### src/rtl/ex_madd_seq_pkg.sv
// Shared constants, state encoding and opcode helpers for the MADD-family EX sequencer.
// Pure declarations: no logic, no latency.
// No flow control of its own; consumers use the stall encodings below.
package ex_madd_seq_pkg;

  localparam int MADD_DATA_W = 32;
  localparam int MADD_OP_W   = 8;

  localparam logic [MADD_OP_W-1:0] EXE_MADD_OP  = 8'b1010_0110;
  localparam logic [MADD_OP_W-1:0] EXE_MADDU_OP = 8'b1010_0111;
  localparam logic [MADD_OP_W-1:0] EXE_MSUB_OP  = 8'b1010_1010;
  localparam logic [MADD_OP_W-1:0] EXE_MSUBU_OP = 8'b1010_1011;

  localparam logic STOP       = 1'b1;
  localparam logic NO_STOP    = 1'b0;
  localparam logic RST_ENABLE = 1'b1;

  // Index of the EX-stage hold bit inside the ctrl stall vector.
  localparam int STALL_EX_BIT = 3;

  typedef enum logic {
    MADD_IDLE = 1'b0,
    MADD_ACC  = 1'b1
  } madd_state_e;

  function automatic logic is_madd_op(input logic [MADD_OP_W-1:0] op);
    return (op == EXE_MADD_OP) || (op == EXE_MADDU_OP) ||
           (op == EXE_MSUB_OP) || (op == EXE_MSUBU_OP);
  endfunction

  function automatic logic is_signed_op(input logic [MADD_OP_W-1:0] op);
    return (op == EXE_MADD_OP) || (op == EXE_MSUB_OP);
  endfunction

  function automatic logic is_sub_op(input logic [MADD_OP_W-1:0] op);
    return (op == EXE_MSUB_OP) || (op == EXE_MSUBU_OP);
  endfunction

endpackage

### src/rtl/ex_madd_seq_if.sv
// EX-stage <-> MADD sequencer signal bundle (operands, HI/LO, stall vector, result).
// Wires only; no latency.
// Backpressure carried by stall (in) and stallreq_o (out).
interface ex_madd_seq_if
  import ex_madd_seq_pkg::*;
#(
  parameter int DATA_W = MADD_DATA_W,
  parameter int OP_W   = MADD_OP_W
);

  logic [5:0]          stall;
  logic [OP_W-1:0]     aluop_i;
  logic [DATA_W-1:0]   reg1_i;
  logic [DATA_W-1:0]   reg2_i;
  logic [DATA_W-1:0]   hi_i;
  logic [DATA_W-1:0]   lo_i;
  logic [2*DATA_W-1:0] hilo_o;
  logic                whilo_o;
  logic                stallreq_o;
  logic                busy_o;

  // Sequencer side.
  modport slave (
    input  stall, aluop_i, reg1_i, reg2_i, hi_i, lo_i,
    output hilo_o, whilo_o, stallreq_o, busy_o
  );

  // EX-stage / driver side.
  modport master (
    output stall, aluop_i, reg1_i, reg2_i, hi_i, lo_i,
    input  hilo_o, whilo_o, stallreq_o, busy_o
  );

endinterface

### src/rtl/ex_madd_seq_mul_core.sv
// Combinational DATA_W x DATA_W multiplier, signed (sign-magnitude) or unsigned, 2*DATA_W result.
// Latency: 0 cycles (purely combinational).
// No backpressure; output follows inputs.
module ex_madd_seq_mul_core #(
  parameter int DATA_W = 32
) (
  input  logic                signed_i,
  input  logic [DATA_W-1:0]   a_i,
  input  logic [DATA_W-1:0]   b_i,
  output logic [2*DATA_W-1:0] prod_o
);

  logic                a_neg;
  logic                b_neg;
  logic [DATA_W-1:0]   a_mag;
  logic [DATA_W-1:0]   b_mag;
  logic [2*DATA_W-1:0] umul;

  // Reduce signed operands to magnitudes, multiply unsigned, then restore the sign.
  // The most negative value maps onto its own bit pattern, which is the correct magnitude.
  always_comb begin
    a_neg  = signed_i & a_i[DATA_W-1];
    b_neg  = signed_i & b_i[DATA_W-1];
    a_mag  = a_neg ? (~a_i + DATA_W'(1)) : a_i;
    b_mag  = b_neg ? (~b_i + DATA_W'(1)) : b_i;
    umul   = {{DATA_W{1'b0}}, a_mag} * {{DATA_W{1'b0}}, b_mag};
    prod_o = (a_neg ^ b_neg) ? (~umul + (2*DATA_W)'(1)) : umul;
  end

endmodule

### src/rtl/ex_madd_seq.sv
// EX-stage sequencer for MADD/MADDU/MSUB/MSUBU: HI:LO +/- rs*rt.
// Latency: 2 EX cycles (product, then accumulate); one bubble into EX/MEM.
// Requests a stall in the product cycle; holds the accumulate cycle while stall[3] is Stop.
module ex_madd_seq
  import ex_madd_seq_pkg::*;
#(
  parameter int DATA_W = MADD_DATA_W,
  parameter int OP_W   = MADD_OP_W
) (
  input  logic         clk,
  input  logic         rst,
  ex_madd_seq_if.slave bus
);

  madd_state_e         state_q;
  madd_state_e         state_d;
  logic [2*DATA_W-1:0] prod_q;
  logic [2*DATA_W-1:0] prod_d;
  logic [2*DATA_W-1:0] product;
  logic [2*DATA_W-1:0] hilo_cur;
  logic [OP_W-1:0]     aluop;
  logic                stall_ex;

  assign aluop    = bus.aluop_i;
  assign stall_ex = bus.stall[STALL_EX_BIT];
  assign hilo_cur = {bus.hi_i, bus.lo_i};

  ex_madd_seq_mul_core #(
    .DATA_W (DATA_W)
  ) u_mul_core (
    .signed_i (is_signed_op(aluop)),
    .a_i      (bus.reg1_i),
    .b_i      (bus.reg2_i),
    .prod_o   (product)
  );

  // Next-state and outputs; everything is forced to 0 while rst is asserted so HI/LO never
  // sees a partial write. Add/sub is taken from the live aluop in ACC, not a latched copy.
  always_comb begin
    state_d        = state_q;
    prod_d         = prod_q;
    bus.hilo_o     = '0;
    bus.whilo_o    = 1'b0;
    bus.stallreq_o = 1'b0;
    bus.busy_o     = 1'b0;
    if (rst == RST_ENABLE) begin
      state_d = MADD_IDLE;
      prod_d  = '0;
    end else begin
      case (state_q)
        MADD_IDLE: begin
          if (is_madd_op(aluop)) begin
            bus.stallreq_o = 1'b1;
            prod_d         = product;
            state_d        = MADD_ACC;
          end
        end
        MADD_ACC: begin
          bus.busy_o = 1'b1;
          if (is_madd_op(aluop)) begin
            bus.whilo_o = 1'b1;
            bus.hilo_o  = is_sub_op(aluop) ? (hilo_cur - prod_q) : (hilo_cur + prod_q);
            if (stall_ex == NO_STOP) begin
              state_d = MADD_IDLE;
            end
          end else begin
            // Non-madd op seen in ACC: abandon without writing HI/LO.
            state_d = MADD_IDLE;
          end
        end
        default: state_d = MADD_IDLE;
      endcase
    end
  end

  // State and product registers; product only changes on the IDLE->ACC edge.
  always_ff @(posedge clk) begin
    if (rst == RST_ENABLE) begin
      state_q <= MADD_IDLE;
      prod_q  <= '0;
    end else begin
      state_q <= state_d;
      prod_q  <= prod_d;
    end
  end

endmodule

### src/flat_wrapper.sv
// flat-port wrapper written by rule: the top's interface ports become plain ports
module ex_madd_seq_flat import ex_madd_seq_pkg::*;
#(
  parameter int DATA_W = MADD_DATA_W,
  parameter int OP_W   = MADD_OP_W
)
  (clk, rst, bus_stall, bus_aluop_i, bus_reg1_i, bus_reg2_i, bus_hi_i, bus_lo_i, bus_hilo_o, bus_whilo_o, bus_stallreq_o, bus_busy_o);
  ex_madd_seq_if #(.DATA_W(DATA_W), .OP_W(OP_W)) bus_i ();
  input  logic clk;
  input  logic rst;
  input wire logic [$bits(bus_i.stall)-1:0] bus_stall;
  input wire logic [$bits(bus_i.aluop_i)-1:0] bus_aluop_i;
  input wire logic [$bits(bus_i.reg1_i)-1:0] bus_reg1_i;
  input wire logic [$bits(bus_i.reg2_i)-1:0] bus_reg2_i;
  input wire logic [$bits(bus_i.hi_i)-1:0] bus_hi_i;
  input wire logic [$bits(bus_i.lo_i)-1:0] bus_lo_i;
  output wire logic [$bits(bus_i.hilo_o)-1:0] bus_hilo_o;
  output wire logic [$bits(bus_i.whilo_o)-1:0] bus_whilo_o;
  output wire logic [$bits(bus_i.stallreq_o)-1:0] bus_stallreq_o;
  output wire logic [$bits(bus_i.busy_o)-1:0] bus_busy_o;
  assign bus_i.stall = bus_stall;
  assign bus_i.aluop_i = bus_aluop_i;
  assign bus_i.reg1_i = bus_reg1_i;
  assign bus_i.reg2_i = bus_reg2_i;
  assign bus_i.hi_i = bus_hi_i;
  assign bus_i.lo_i = bus_lo_i;
  assign bus_hilo_o = bus_i.hilo_o;
  assign bus_whilo_o = bus_i.whilo_o;
  assign bus_stallreq_o = bus_i.stallreq_o;
  assign bus_busy_o = bus_i.busy_o;
  ex_madd_seq #(.DATA_W(DATA_W), .OP_W(OP_W)) u_core (.clk(clk), .rst(rst), .bus(bus_i));
endmodule
### config.mk
export PLATFORM = sky130hd
export DESIGN_NAME = ex_madd_seq_flat
export DESIGN_NICKNAME = d
export VERILOG_FILES = /design/src/rtl/ex_madd_seq_pkg.sv /design/src/rtl/ex_madd_seq_if.sv /design/src/rtl/ex_madd_seq_mul_core.sv /design/src/rtl/ex_madd_seq.sv /design/src/flat_wrapper.sv
export SDC_FILE = /design/constraint.sdc
export NUM_CORES = 2
export LEC_CHECK = 0
export CAP_MARGIN = 20
export CORE_AREA = 2 2 274 276
export CTS_CLUSTER_DIAMETER = 150
export CTS_CLUSTER_SIZE = 20
export DETAILED_ROUTE_END_ITERATION = 8
export DIE_AREA = 0 0 276 278
export PLACE_DENSITY = 0.79
export SYNTH_ARGS = -nofsm -noshare
export SYNTH_HDL_FRONTEND = slang
export SYNTH_HIERARCHICAL = 1
export SYNTH_SLANG_ARGS = --single-unit
### constraint.sdc
create_clock -name clk -period 26.9 [get_ports clk]
set_input_delay 4.035 -clock clk [delete_from_list [all_inputs] [get_ports clk]]
set_output_delay 4.035 -clock clk [all_outputs]
set_load 0.01 [all_outputs]
==> impl_metrics.csv <==
group,metric,value,unit
synth,syn_avg_cell_area,7.94,µm²
worst_setup_path,cp-start-kind,"input port",
routing,via_per_inst,6.12,
routing,drc_errors,16,
status,status,"finished with violations",
synth,synth.distinct_cells,94,
timing,tightest_slew,1220,ps
routing,wirelength,144,mm
worst_setup_path,end_kind,"register",
clock_tree,ctsResizeCount,0,
clock_tree,cts.clk_slew.worst_paths,60,ps
timing,finalCritPeriodShare,0.655,
routing,ant_nets,0,
status,violations,"design-rule violations",
placed_design,placed_area,47600,µm²
timing,maxSlewViolCount,0,
cells_and_area,drive_above_1_share,0.0412,
worst_setup_path,crit_path_max_fanout,13,
routing,firstDrtPassIters,8,
worst_setup_path,crit_arrival,17800,ps
worst_setup_path,slowest_stage,"xor2_2",
cells_and_area,final_cell_mix,"inv_1, fa_1, nand2_1",
clock_tree,clock_latency,330,ps
synth,ys_ff_latch,65,
worst_setup_path,critPathBufInv,5,
cells_and_area,final_common_cell,"inv_1",
global_route,gr-total-overflow,0,
floorplanning,ioPinCount,211,
cells_and_area,finalNetCount,6973,
floorplanning,die_y,278,µm
global_route,antenna_found_initial,6,
synth,synth_warnings,6,
synth,synth_ff_type,"dfxtp_1",
worst_setup_path,criticalPathCategory,"input port to register",
clock_tree,cts_setup_buffers,0,
global_route,grt_pass1_wl,228,mm
timing,setup_viol,0,
timing,worst_clock_skew,3.84,ps
clock_tree,clock-sinks,65,
floorplanning,start_util,0.597,
synth,synth-edff-count,0,
clock_tree,clock_path_buffers,2,
cells_and_area,fill_cells,6399,
cells_and_area,synthToLayoutAreaGrowth,8.77,%
synth,ys_seq_area_frac,0.0295,
job,cap_viol_max_count,0,
timing,rsz0062_at_grt,"false",
routing,detail_route.wl_per_cell,21.9,µm
routing,drt-initial-drc-count,4187,
clock_tree,cts_tree,"yes",
worst_setup_path,worstPathRequired,27090,ps
synth,synth_fp_nets,6916,
floorplanning,die-area,76700,µm²
timing,hold_violations,0,
timing,tns,0,ps
placed_design,hpwl,118,mm
placed_design,gp_congestion,0.992,
floorplanning,core,73800,µm²
clock_tree,postCtsHoldBufs,0,
worst_setup_path,cpLargestDelayFamily,"adder cells",
timing,fin_crit,17610,ps
clock_tree,cts_made_buffers,9,
cells_and_area,design_area,47900,µm²
synth,async_flop_share,0,
timing,slew_headroom,0.187,
floorplanning,rows,100,
cells_and_area,antennaDiodeCount,0,
hold_path,hold_class,"register to register",
cells_and_area,utilization,0.649,
clock_tree,htree_levels,3,
routing,num_vias,40276,
placed_design,portBuffers,205,
global_route,grt_pass1_vias,41649,
clock_tree,cts_root_buffer,"clkbuf_16",
global_route,grt_max_degree,69,
synth,synthCells,5545,
global_route,grt.total_usage,0.384,
worst_setup_path,cpMostUsedCell,"fa_1",
worst_setup_path,slowest_delay,970,ps
floorplanning,die_w,276,µm
synth,synthesis.area,44100,µm²
timing,fmax,56.8,MHz
layout make-up:
class | instances | area (µm²) | area share
Inverter | 911 | 3420 | 0.0714
Tap cell | 969 | 1210 | 0.0253
Clock inverter | 7 | 53.8 | 0.00112
Timing Repair Buffer | 323 | 2970 | 0.0619
Multi-Input combinational cell | 4292 | 38700 | 0.808
Clock buffer | 9 | 225 | 0.00470
Sequential cell | 65 | 1300 | 0.0272
synthesized netlist by cell type (11+ instances only):
library cell	count	share of area
or3_1	29	0.0041
o211ai_1	21	0.0036
dfxtp_1	65	0.030
xnor2_1	173	0.034
a21o_1	58	0.0099
or2_2	16	0.0023
nand2b_1	34	0.0048
o21bai_1	18	0.0031
nor4_1	29	0.0041
and2_1	40	0.0057
o41ai_1	12	0.0024
o21a_1	26	0.0044
nand3_1	57	0.0065
o21ai_1	11	0.0012
inv_1	911	0.078
a21boi_0	12	0.0020
o31ai_1	41	0.0070
a211oi_1	19	0.0032
nor2b_1	13	0.0018
a21oi_1	274	0.031
nor3_1	79	0.0090
a31oi_1	32	0.0045
xor2_1	149	0.030
and3_1	25	0.0036
fa_1	897	0.41
nand4_1	68	0.0097
nand2_1	775	0.066
clkbuf_1	269	0.023
o21ai_0	141	0.016
or4_1	15	0.0026
nor2_1	758	0.065
ha_1	330	0.094
through the flow:
| stage | instances | hold WS [ps] | worst slack [ps] |
|---|---|---|---|
| global placement | 6556 | 460 | 9620 |
| global route | 6576 | 510 | 8700 |
| finish | 6576 | 477 | 9290 |
| CTS | 6572 | 473 | 9720 |
| floorplan | 5545 | 448 | 12590 |
| detailed placement | 6556 | 465 | 9420 |
final timing paths:
| check | from | end | slack [ps] | depth (start not counted) |
|---|---|---|---|---|
| max | bus_reg1_i[4] | u_core/prod_q[62]$_SDFFE_PP0P_ | 9290 | 36 |
| min | u_core/prod_q[15]$_SDFFE_PP0P_ | u_core/prod_q[15]$_SDFFE_PP0P_ | 480 | 2 |
| max reg2reg | u_core/state_q$_SDFF_PP0_ | u_core/prod_q[14]$_SDFFE_PP0P_ | 25230 | 4 |
| min reg2reg | u_core/prod_q[15]$_SDFFE_PP0P_ | u_core/prod_q[15]$_SDFFE_PP0P_ | 480 | 2 |
sequential cells by signal, summed over array words and instances (netlist names):
signal,cells
u_core/state_q,1
u_core/prod_q,64
cell families after synthesis:
kind of cell	count (synthesis)	synth area share
AOI/OAI and AO/OA	755	0.108
and+or+nand+nor	1981	0.194
buffers and inverters	1188	0.102
xor gates and xnor gates	323	0.0644
muxes	6	0.00142
adders and majority gates	1227	0.501
DFF	65	0.0295
metal layers:
metal,global-route usage,wire length (µm),share of wire,vias up
met5,0,13,0.000090,-
li1,-,-,-,17516
met1,0.480,52100,0.36,19692
met2,0.613,64300,0.45,2499
met3,0.0942,17700,0.12,567
met4,0.215,10100,0.070,2
worst min-delay path: stages, from the launching register on:
cell,delay (ps)
dfxtp_1,320
nand2_1,60
a21oi_1,50
Power is not shown: default switching activity piles up to over one toggle a cycle in this logic, so the estimate is an artifact.
